## config.mk

```make
export PLATFORM = sky130hd
export DESIGN_NAME = data_memory_ctrl_flat
export DESIGN_NICKNAME = d
export VERILOG_FILES = /design/src/rtl/mem_pkg.sv /design/src/rtl/data_memory_ctrl_if.sv /design/src/rtl/mem_resp_pipe.sv /design/src/rtl/data_memory_ctrl.sv /design/src/flat_wrapper.sv
export SDC_FILE = /design/constraint.sdc
export NUM_CORES = 1
export LEC_CHECK = 0
export CORE_MARGIN = 4
export CORE_UTILIZATION = 37
export CTS_BUF_LIST = sky130_fd_sc_hd__clkbuf_2 sky130_fd_sc_hd__clkbuf_4 sky130_fd_sc_hd__clkbuf_8
export DETAILED_ROUTE_END_ITERATION = 6
export PLACE_DENSITY_LB_ADDON = 0.2
export SYNTH_ARGS = -nofsm -noshare
export SYNTH_HDL_FRONTEND = slang
export SYNTH_SLANG_ARGS = --single-unit
```

## constraint.sdc

```tcl
create_clock -name clk -period 2.6 [get_ports clk]
set_clock_uncertainty 0.1 [all_clocks]
set_input_delay 0.52 -clock clk [delete_from_list [all_inputs] [get_ports clk]]
set_output_delay 0.52 -clock clk [all_outputs]
set_load 0.005 [all_outputs]
```

## src/rtl/mem_pkg.sv

```systemverilog
// rtl/mem_pkg.sv - shared types and default parameters for data_memory_ctrl
package mem_pkg;

    typedef enum logic {
        FILL = 1'b0,
        RUN  = 1'b1
    } state_t;

    localparam int DEF_DATA_W   = 16;
    localparam int DEF_ADDR_W   = 5;
    localparam int DEF_DEPTH    = 16;
    localparam int DEF_READ_LAT = 1;

endpackage

```

## src/rtl/data_memory_ctrl_if.sv

```systemverilog
// rtl/data_memory_ctrl_if.sv - request/response bus between a requester and data_memory_ctrl
interface data_memory_ctrl_if
    import mem_pkg::*;
#(
    parameter int DATA_W = DEF_DATA_W,
    parameter int ADDR_W = DEF_ADDR_W
) ();

    logic                  clear;
    logic                  req_valid;
    logic                  req_ready;
    logic                  mem_write;
    logic [ADDR_W-1:0]     address;
    logic [DATA_W-1:0]     in_data;
    logic [DATA_W/8-1:0]   byte_en;
    logic                  resp_valid;
    logic [DATA_W-1:0]     out_data;
    logic                  resp_err;
    logic                  busy;

    modport master (
        output clear, req_valid, mem_write, address, in_data, byte_en,
        input  req_ready, resp_valid, out_data, resp_err, busy
    );

    modport slave (
        input  clear, req_valid, mem_write, address, in_data, byte_en,
        output req_ready, resp_valid, out_data, resp_err, busy
    );

endinterface

```

## src/rtl/mem_resp_pipe.sv

```systemverilog
// rtl/mem_resp_pipe.sv - fixed-latency {valid, err, data} response shift register
module mem_resp_pipe #(
    parameter int DATA_W = 16,
    parameter int LAT    = 1
) (
    input  logic              clk,
    input  logic              reset,
    input  logic              in_valid,
    input  logic              in_err,
    input  logic [DATA_W-1:0] in_data,
    output logic              out_valid,
    output logic              out_err,
    output logic [DATA_W-1:0] out_data
);

    logic [LAT-1:0]    vld;
    logic [LAT-1:0]    err;
    logic [DATA_W-1:0] dat [LAT];

    // Err and data are forced to zero when not valid, so the outputs stay clean between responses.
    always_ff @(posedge clk) begin
        if (reset) begin
            vld <= '0;
            err <= '0;
            for (int i = 0; i < LAT; i++) begin
                dat[i] <= '0;
            end
        end else begin
            vld[0] <= in_valid;
            err[0] <= in_valid && in_err;
            dat[0] <= in_valid ? in_data : '0;
            for (int i = 1; i < LAT; i++) begin
                vld[i] <= vld[i-1];
                err[i] <= err[i-1];
                dat[i] <= dat[i-1];
            end
        end
    end

    assign out_valid = vld[LAT-1];
    assign out_err   = err[LAT-1];
    assign out_data  = dat[LAT-1];

endmodule

```

## src/rtl/data_memory_ctrl.sv

```systemverilog
// rtl/data_memory_ctrl.sv - zero-filled word memory with byte-enabled writes and fixed-latency responses
module data_memory_ctrl
    import mem_pkg::*;
#(
    parameter int DATA_W   = DEF_DATA_W,
    parameter int ADDR_W   = DEF_ADDR_W,
    parameter int DEPTH    = DEF_DEPTH,
    parameter int READ_LAT = DEF_READ_LAT
) (
    input  logic              clk,
    input  logic              reset,
    data_memory_ctrl_if.slave bus
);

    localparam int IDX_W = (DEPTH > 1) ? $clog2(DEPTH) : 1;
    localparam int NB    = DATA_W / 8;
    localparam logic [ADDR_W:0] DEPTH_L = (ADDR_W + 1)'(DEPTH);
    localparam logic [IDX_W-1:0] LAST_IDX = IDX_W'(DEPTH - 1);

    state_t            state;
    logic [IDX_W-1:0]  fill_cnt;
    logic [DATA_W-1:0] mem [DEPTH];

    logic              accept;
    logic              in_range;
    logic [IDX_W-1:0]  idx;
    logic [DATA_W-1:0] rd_data;

    assign accept   = bus.req_valid && bus.req_ready;
    assign in_range = {1'b0, bus.address} < DEPTH_L;
    assign idx      = bus.address[IDX_W-1:0];

    assign bus.req_ready = (state == RUN);
    assign bus.busy      = (state == FILL);

    always_ff @(posedge clk) begin
        if (reset) begin
            state    <= FILL;
            fill_cnt <= '0;
        end else begin
            case (state)
                FILL: begin
                    if (fill_cnt == LAST_IDX) begin
                        state    <= RUN;
                        fill_cnt <= '0;
                    end else begin
                        fill_cnt <= fill_cnt + IDX_W'(1);
                    end
                end
                RUN: begin
                    if (bus.clear) begin
                        state    <= FILL;
                        fill_cnt <= '0;
                    end
                end
                default: state <= FILL;
            endcase
        end
    end

    // Single write port: the fill owns it in FILL, requests only reach it in RUN.
    always_ff @(posedge clk) begin
        if (!reset) begin
            if (state == FILL) begin
                mem[fill_cnt] <= '0;
            end else if (accept && bus.mem_write && in_range) begin
                for (int b = 0; b < NB; b++) begin
                    if (bus.byte_en[b]) begin
                        mem[idx][b*8 +: 8] <= bus.in_data[b*8 +: 8];
                    end
                end
            end
        end
    end

    assign rd_data = (accept && !bus.mem_write && in_range) ? mem[idx] : '0;

    mem_resp_pipe #(
        .DATA_W (DATA_W),
        .LAT    (READ_LAT)
    ) u_resp_pipe (
        .clk       (clk),
        .reset     (reset),
        .in_valid  (accept),
        .in_err    (!in_range),
        .in_data   (rd_data),
        .out_valid (bus.resp_valid),
        .out_err   (bus.resp_err),
        .out_data  (bus.out_data)
    );

endmodule

```

## src/flat_wrapper.sv

```systemverilog
// flat-port wrapper written by rule: the top's interface ports become plain ports
module data_memory_ctrl_flat import mem_pkg::*;
#(
    parameter int DATA_W   = DEF_DATA_W,
    parameter int ADDR_W   = DEF_ADDR_W,
    parameter int DEPTH    = DEF_DEPTH,
    parameter int READ_LAT = DEF_READ_LAT
)
  (clk, reset, bus_clear, bus_req_valid, bus_mem_write, bus_address, bus_in_data, bus_byte_en, bus_req_ready, bus_resp_valid, bus_out_data, bus_resp_err, bus_busy);
  data_memory_ctrl_if #(.DATA_W(DATA_W), .ADDR_W(ADDR_W)) bus_i ();
  input  logic clk;
  input  logic reset;
  input wire logic [$bits(bus_i.clear)-1:0] bus_clear;
  input wire logic [$bits(bus_i.req_valid)-1:0] bus_req_valid;
  input wire logic [$bits(bus_i.mem_write)-1:0] bus_mem_write;
  input wire logic [$bits(bus_i.address)-1:0] bus_address;
  input wire logic [$bits(bus_i.in_data)-1:0] bus_in_data;
  input wire logic [$bits(bus_i.byte_en)-1:0] bus_byte_en;
  output wire logic [$bits(bus_i.req_ready)-1:0] bus_req_ready;
  output wire logic [$bits(bus_i.resp_valid)-1:0] bus_resp_valid;
  output wire logic [$bits(bus_i.out_data)-1:0] bus_out_data;
  output wire logic [$bits(bus_i.resp_err)-1:0] bus_resp_err;
  output wire logic [$bits(bus_i.busy)-1:0] bus_busy;
  assign bus_i.clear = bus_clear;
  assign bus_i.req_valid = bus_req_valid;
  assign bus_i.mem_write = bus_mem_write;
  assign bus_i.address = bus_address;
  assign bus_i.in_data = bus_in_data;
  assign bus_i.byte_en = bus_byte_en;
  assign bus_req_ready = bus_i.req_ready;
  assign bus_resp_valid = bus_i.resp_valid;
  assign bus_out_data = bus_i.out_data;
  assign bus_resp_err = bus_i.resp_err;
  assign bus_busy = bus_i.busy;
  data_memory_ctrl #(.DATA_W(DATA_W), .ADDR_W(ADDR_W), .DEPTH(DEPTH), .READ_LAT(READ_LAT)) u_core (.clk(clk), .reset(reset), .bus(bus_i));
endmodule
```

==> impl_metrics.csv, run 1 <==
group,metric,value,unit
status,status,"completed",
logic_synthesis,seq_area_frac_synth,74.3,%
worst_setup_path,reg2reg_slack,490,ps
logic_synthesis,ys_seq_elements,279,
worst_setup_path,worst_ep_required_time,1980,ps
worst_setup_path,crit_arrival,1730,ps
pwr,p_switching,1.87,mW
sta,hold_viol,0,
clocking,htree_num_levels,2,
placed_design,dp_worst_setup_slack,-103,ps
logic_synthesis,yosysTopAreaCell,"edfxtp_1",
routing,dr.pass1.iters,5,
cells_and_area,n_antenna_cell,0,
die,dieWidth,180,microns
hold_path,hold_path_class,"flip-flop to flip-flop",
pwr,seqPwrFrac,56.4,%
die,dieArea,0.0325,sq mm
worst_setup_path,critPathMaxFanout,15,
pwr,p_leak,3.89,nW
pwr,intPower,6.86,mW
routing,routedWlPerCell,22.6,microns
worst_setup_path,rr_worst_depth,4,
clocking,cts.path.max_buffers,3,
logic_synthesis,avgSynthCellArea,19.7,sq um
logic_synthesis,syn_nets,587,
sta,rsz0062_at_grt,"false",
pwr,peakVddDrop,0.000327,V
clocking,post_cts_buffers,0,
placed_design,port_buffers,47,
placed_design,hpwlAfterDp,16.8,mm
sta,worst_slack,246,ps
sta,slew_violations,0,
cells_and_area,nets,726,
pwr,power,8.73,mW
cells_and_area,drive_gt1_share,27.8,%
placed_design,dp_cells,1033,
global_route,grt_pass1_wl,38.2,mm
logic_synthesis,synth_top_area_share,70.1,%
logic_synthesis,synth_edf_count,256,
routing,vias,5803,
clocking,clk_pin_slew,60,ps
routing,drt_iter0_markers,504,
die,die-height,180,microns
logic_synthesis,synthTopCellsByCount,"edfxtp_1 (256), mux4_2 (58), nand3_1 (36)",
logic_synthesis,async_flop_share,0,%
hold_path,min_path_cells,2,
pwr,sw_frac_of_total,21.4,%
worst_setup_path,crit_path_start_kind,"flip-flop",
sta,tightest_slew,609,ps
sta,period_minus_slack,2350,ps
routing,drt_wl_total,25.2,mm
worst_setup_path,rr_endpoint,"u_core.mem[9][3]",
cells_and_area,fin_area,0.0133,sq mm
pwr,clock_power_share,39.5,%
global_route,grt_max_degree,26,
die,initial_core_util,37.9,%
clocking,clkSinkCount,279,
hold_path,worstHoldStart,"u_core.fill_cnt[0]",
global_route,grt_pass1_vias,6175,
routing,drcViolationCount,0,
routing,postRouteAntennaNets,0,
clocking,cts-root-buf,"clkbuf_8",
run,drv_cap,0,
sta,fin_crit_sh,90.5,%
clocking,numCtsBuffers,46,
die,rows,62,
sta,fin_hold_ws,526,ps
pwr,pwr-share-comb,4.1,%
cells_and_area,finalNonFillerCells,1113,
placed_design,globalplace.congestion,0.812,
worst_setup_path,worstSetupPathType,"flip-flop to output pin",
logic_synthesis,ys.flop_type,"edfxtp_1",
clocking,clk_latency,560,ps
sta,slew-limit-headroom,59.4,%
logic_synthesis,yosysWarnings,0,
die,core,0.0289,sq mm
logic_synthesis,synth_top_cells_by_area,"edfxtp_1 (70%), mux4_2 (12%), dfxtp_1 (4.2%)",
placed_design,placed_area,0.0125,sq mm
logic_synthesis,synthesis.area,0.0110,sq mm
global_route,grt_usage,15.5,%
routing,vias_per_cell,5.21,
sta,setup_viol,0,
logic_synthesis,ys_types,39,
logic_synthesis,syn_inst,558,
hold_path,whs_endpoint,"u_core.fill_cnt[0]",
global_route,antenna_found_initial,1,
clocking,tritoncts,"yes",
sta,fmax,0.425,GHz
worst_setup_path,r2r-start,"u_core.bus.req_ready",
worst_setup_path,crit_path_end_kind,"output pin",
cells_and_area,area_growth,21.1,%
global_route,gr-total-overflow,0,
logic_synthesis,post-synth-top-count-cell,"edfxtp_1",
die,pin_count,48,
pwr,p_per_area,658,mW/mm^2
## worst max-delay path, stage by stage, from the launching register on
cell and delay, ps:
dfxtp_2 530, inv_1 180, clkdlybuf4s50_1 480
## logic make-up after synthesis
family | after synthesis | share of synthesized area (%)
AO/OA/AOI/OAI | 55 | 3.06
adder cells (fa/ha/maj) | 1 | 0.114
buffers and inverters | 36 | 2.17
flip-flops | 279 | 74.3
multiplexers | 80 | 14.8
AND/OR/NAND/NOR | 107 | 5.55
## cell usage in the layout, fill, tap and decap left out, types with 2 or more instances in the layout
cell	netlist	layout
o211a_1	2	2
buf_2	12	2
mux4_1	6	6
mux2i_1	16	16
clkbuf_4	0	8
dfxtp_1	23	22
o21ai_0	22	22
edfxtp_1	256	256
nand2_1	13	13
and3b_1	2	2
buf_4	4	63
clkbuf_8	0	47
nand4_1	11	11
o211ai_1	16	16
inv_6	0	2
clkdlybuf4s50_1	0	44
and2_1	18	18
nor4b_1	2	2
o21ai_1	10	10
mux4_2	58	58
clkinv_2	0	4
inv_1	2	2
nor2_1	7	7
nand2b_1	3	3
nand3_1	36	36
buf_12	1	16
a21oi_1	2	2
clkinv_1	0	19
nor2b_1	6	6
## repair_timing
action / in CTS / in global routing
resized for setup: 1 / 0
endpoints found under the setup margin: 1 / 0
hold buffers: 0 / 0
## registers in the layout, summed over array words and instances, names as in the netlist
name                          cells
u_core.mem                      256
u_core.u_resp_pipe.out_valid      1
u_core.bus.req_ready              1
u_core.u_resp_pipe.out_err        1
u_core.u_resp_pipe.dat           16
u_core.fill_cnt                   4
## worst max-delay path by stage
stage                         start                  to  slack (ps)  depth (start not counted)
2_1_floorplan        bus_address[2]   u_core.mem[1][10]         180                          6
3_3_place_gp                  reset   u_core.mem[6][10]         -70                          6
3_5_place_dp                  reset  u_core.mem[14][14]        -100                          6
4_1_cts        u_core.bus.req_ready            bus_busy         200                          2
5_1_grt        u_core.bus.req_ready            bus_busy         150                          2
6_report       u_core.bus.req_ready            bus_busy         250                          2
## stage by stage
step	TNS (ps)	util (%)
3_5_place_dp	-2390	43.1
3_3_place_gp	-1740	43.1
5_1_grt	0	45.9
6_report	0	45.9
2_1_floorplan	0	-
4_1_cts	0	45.9
## routing by layer
metal  routed length (microns)  GRT usage, %  up-vias  part of all wire (%)
li1                          -             -     2580                     -
met1                     11000          21.2     3020                    44
met2                     12600          25.6      160                    50
met3                      1010          2.89       43                   4.0
met4                       496          4.17        0                   2.0
met5                         0             0        -                     0
## power by group through the flow
stage                     clock network, mW  registers (mW)  logic [mW]
after global routing                   3.78            4.93       0.389
after CTS                              3.55            4.92       0.365
after global placement                    0            5.01       0.359
after detailed placement                  0            5.02       0.363
after floorplan                           0            5.01       0.226
final                                  3.45            4.92       0.360
## area by class of cell
type	instances	area, sq um
Clock inverter	25	109
Timing Repair Buffer	125	1240
Fill cell	2465	15700
Sequential cell	279	8150
Tap cell	384	480
Clock buffer	55	707
Inverter	2	7.51
Multi-Input combinational cell	243	2580
Note: power is estimated with default switching activity, not from simulation.
==> run 2: changes to the inputs <==
--- a/config.mk
+++ b/config.mk
@@ -6,10 +6,11 @@
 export NUM_CORES = 1
 export LEC_CHECK = 0
 export CORE_MARGIN = 4
-export CORE_UTILIZATION = 37
+export CORE_UTILIZATION = 44
 export CTS_BUF_LIST = sky130_fd_sc_hd__clkbuf_2 sky130_fd_sc_hd__clkbuf_4 sky130_fd_sc_hd__clkbuf_8
 export DETAILED_ROUTE_END_ITERATION = 6
 export PLACE_DENSITY_LB_ADDON = 0.2
+export SLEW_MARGIN = 10
 export SYNTH_ARGS = -nofsm -noshare
 export SYNTH_HDL_FRONTEND = slang
 export SYNTH_SLANG_ARGS = --single-unit
==> run 2 against run 1 <==
  * Clock power up 7.8%
  * Die area decreased by 15%
  * Design area rose by 0.24%
  * Setup slack better by 45 ps
  * Register-to-register slack gained 150 ps
  * Global-route usage grew 1.9 points
  * Worst hold slack better by 2.5 ps
  * Non-clock buffer count down 2
  * Critical path depth up 1
  * Flip-flop and latch count unchanged
  * Cell count is 5.5% lower
  * Total power increased by 3.1%
==> impl_metrics.csv, run 2 (synthesis results as in run 1) <==
group,metric,value,unit
placed_design,placed_area,0.0124,sq mm
clocking,cts-root-buf,"clkbuf_8",
pwr,p_switching,1.80,mW
run,drv_cap,0,
worst_setup_path,worstSetupPathType,"flip-flop to output pin",
cells_and_area,mostFrequentLayoutCells,"edfxtp_1 (256), buf_4 (59), mux4_2 (58)",
sta,fin_hold_ws,529,ps
cells_and_area,area_growth,21.4,%
cells_and_area,drive_gt1_share,29.1,%
die,rows,57,
worst_setup_path,rr_endpoint,"u_core.mem[14][8]",
pwr,clock_power_share,41.3,%
die,dieArea,0.0275,sq mm
sta,fmax,0.433,GHz
routing,postRouteAntennaNets,0,
sta,setup_viol,0,
clocking,post_cts_buffers,0,
sta,slew_violations,0,
worst_setup_path,rr_worst_depth,5,
die,pin_count,48,
pwr,p_leak,3.94,nW
worst_setup_path,reg2reg_slack,640,ps
worst_setup_path,r2r-start,"u_core.bus.req_ready",
sta,rsz0062_at_grt,"false",
routing,routedWlPerCell,22.8,microns
worst_setup_path,crit_arrival,1690,ps
cells_and_area,nets,722,
sta,period_minus_slack,2310,ps
global_route,grt_pass1_vias,6059,
clocking,ctsHoldBuffers,0,
clocking,clk_latency,530,ps
worst_setup_path,worst_ep_required_time,1980,ps
global_route,grt_pass1_wl,36.7,mm
sta,slew-limit-headroom,53.1,%
cells_and_area,fill_cells,1879,
cells_and_area,fin_area,0.0133,sq mm
worst_setup_path,crit_path_end_kind,"output pin",
cells_and_area,fin_util,54.6,%
clocking,numCtsBuffers,44,
clocking,ctsResizeCount,0,
routing,drt_wl_total,24.0,mm
cells_and_area,finalNonFillerCells,1052,
routing,drcViolationCount,0,
placed_design,globalplace.congestion,0.844,
die,core,0.0244,sq mm
pwr,intPower,7.20,mW
routing,dr.pass1.iters,5,
sta,hold_viol,0,
hold_path,hold_path_class,"flip-flop to flip-flop",
pwr,seqPwrFrac,54.7,%
cells_and_area,largest_register_ffs,256,
die,initial_core_util,45.0,%
placed_design,port_buffers,47,
global_route,grt_usage,17.4,%
hold_path,worstHoldStart,"u_core.fill_cnt[3]",
cells_and_area,layout_commonest_cell,"edfxtp_1",
sta,tightest_slew,703,ps
routing,drt_iter0_markers,590,
status,status,"completed",
placed_design,dp_cells,971,
clocking,tritoncts,"yes",
global_route,antenna_found_initial,0,
routing,vias,5861,
pwr,pwr-share-comb,4.0,%
clocking,htree_num_levels,2,
die,die-height,166,microns
hold_path,min_path_cells,2,
worst_setup_path,critPathMaxFanout,14,
hold_path,whs_endpoint,"u_core.bus.req_ready",
pwr,p_per_area,676,mW/mm^2
clocking,clk_pin_slew,60,ps
cells_and_area,reg_top3,"u_core.mem: 256 flops, u_core.u_resp_pipe.dat: 16 flops, u_core.fill_cnt: 4 flops",
pwr,sw_frac_of_total,20.0,%
clocking,cts.path.max_buffers,3,
sta,fin_crit_sh,88.8,%
global_route,gr-total-overflow,0,
clocking,clkSinkCount,279,
pwr,peakVddDrop,0.000322,V
cells_and_area,n_antenna_cell,0,
routing,vias_per_cell,5.57,
global_route,grt_max_degree,29,
die,dieWidth,166,microns
cells_and_area,top_register,"u_core.mem",
worst_setup_path,crit_path_start_kind,"flip-flop",
placed_design,hpwlAfterDp,15.9,mm
sta,setup_tns,0,ps
[run 2: cell count changes in the layout (fill, tap and decap cells not counted), moves of 2 or more]
cell	delta
buf_12	+2
buf_4	-4
clkbuf_4	+9
clkbuf_8	+4
clkinv_1	-11
[run 2: metrics by stage]
stage | setup WS [ps] | power (mW)
after global placement | -73.6 | 5.37
final | 292 | 9.00
after detailed placement | -60.7 | 5.38
after CTS | 241 | 9.11
after floorplan | 180 | 5.23
after global routing | 206 | 9.34
[run 2: cell type report]
| type | count | area (sq um) | area share (%) |
|---|---|---|---|
| inverters | 2 | 7.51 | 0.0564 |
| multi-input cells | 243 | 2580 | 19.4 |
| clock buffers | 68 | 830 | 6.23 |
| clock inverters | 13 | 83.8 | 0.630 |
| well taps | 324 | 405 | 3.05 |
| repair buffers | 123 | 1250 | 9.42 |
| flip-flops and latches | 279 | 8150 | 61.2 |
[run 2: metal layers]
layer | vias up | GRT usage, % | part of all wire (%)
met5 | - | 0 | 0
met4 | 0 | 4.66 | 1.6
met3 | 33 | 2.71 | 6.3
met2 | 219 | 27.5 | 48
met1 | 3035 | 25.5 | 44
li1 | 2574 | - | -
[run 2: power by group through the flow]
stage          clock (mW)  sequential [mW]  combinational [mW]
2_1_floorplan           0             5.01               0.226
3_3_place_gp            0             5.01               0.357
3_5_place_dp            0             5.02               0.361
4_1_cts              3.82             4.92               0.363
5_1_grt              4.03             4.93               0.384
6_report             3.72             4.92               0.358
[run 2: worst max path at each step]
stage | start | end | slack [ps] | depth (start not counted)
after CTS | u_core.bus.req_ready | bus_busy | 240 | 3
final | u_core.bus.req_ready | bus_busy | 290 | 3
after detailed placement | reset | u_core.mem[14][10] | -60 | 6
after global placement | reset | u_core.mem[15][13] | -70 | 6
after floorplan | bus_address[2] | u_core.mem[1][10] | 180 | 6
after global routing | u_core.bus.req_ready | bus_busy | 210 | 3
[run 2: worst max-delay path: stages, from the launching register on]
cell,delay (ps)
dfxtp_1,310
buf_4,180
inv_1,140
clkdlybuf4s50_1,530
==> run 3: changes to the inputs <==
--- a/config.mk
+++ b/config.mk
@@ -10,7 +10,6 @@
 export CTS_BUF_LIST = sky130_fd_sc_hd__clkbuf_2 sky130_fd_sc_hd__clkbuf_4 sky130_fd_sc_hd__clkbuf_8
 export DETAILED_ROUTE_END_ITERATION = 6
 export PLACE_DENSITY_LB_ADDON = 0.2
-export SLEW_MARGIN = 10
 export SYNTH_ARGS = -nofsm -noshare
 export SYNTH_HDL_FRONTEND = slang
 export SYNTH_SLANG_ARGS = --single-unit
==> results of run 3 <==
Same layout as run 2: the final DEF is identical, and so are final timing and power.
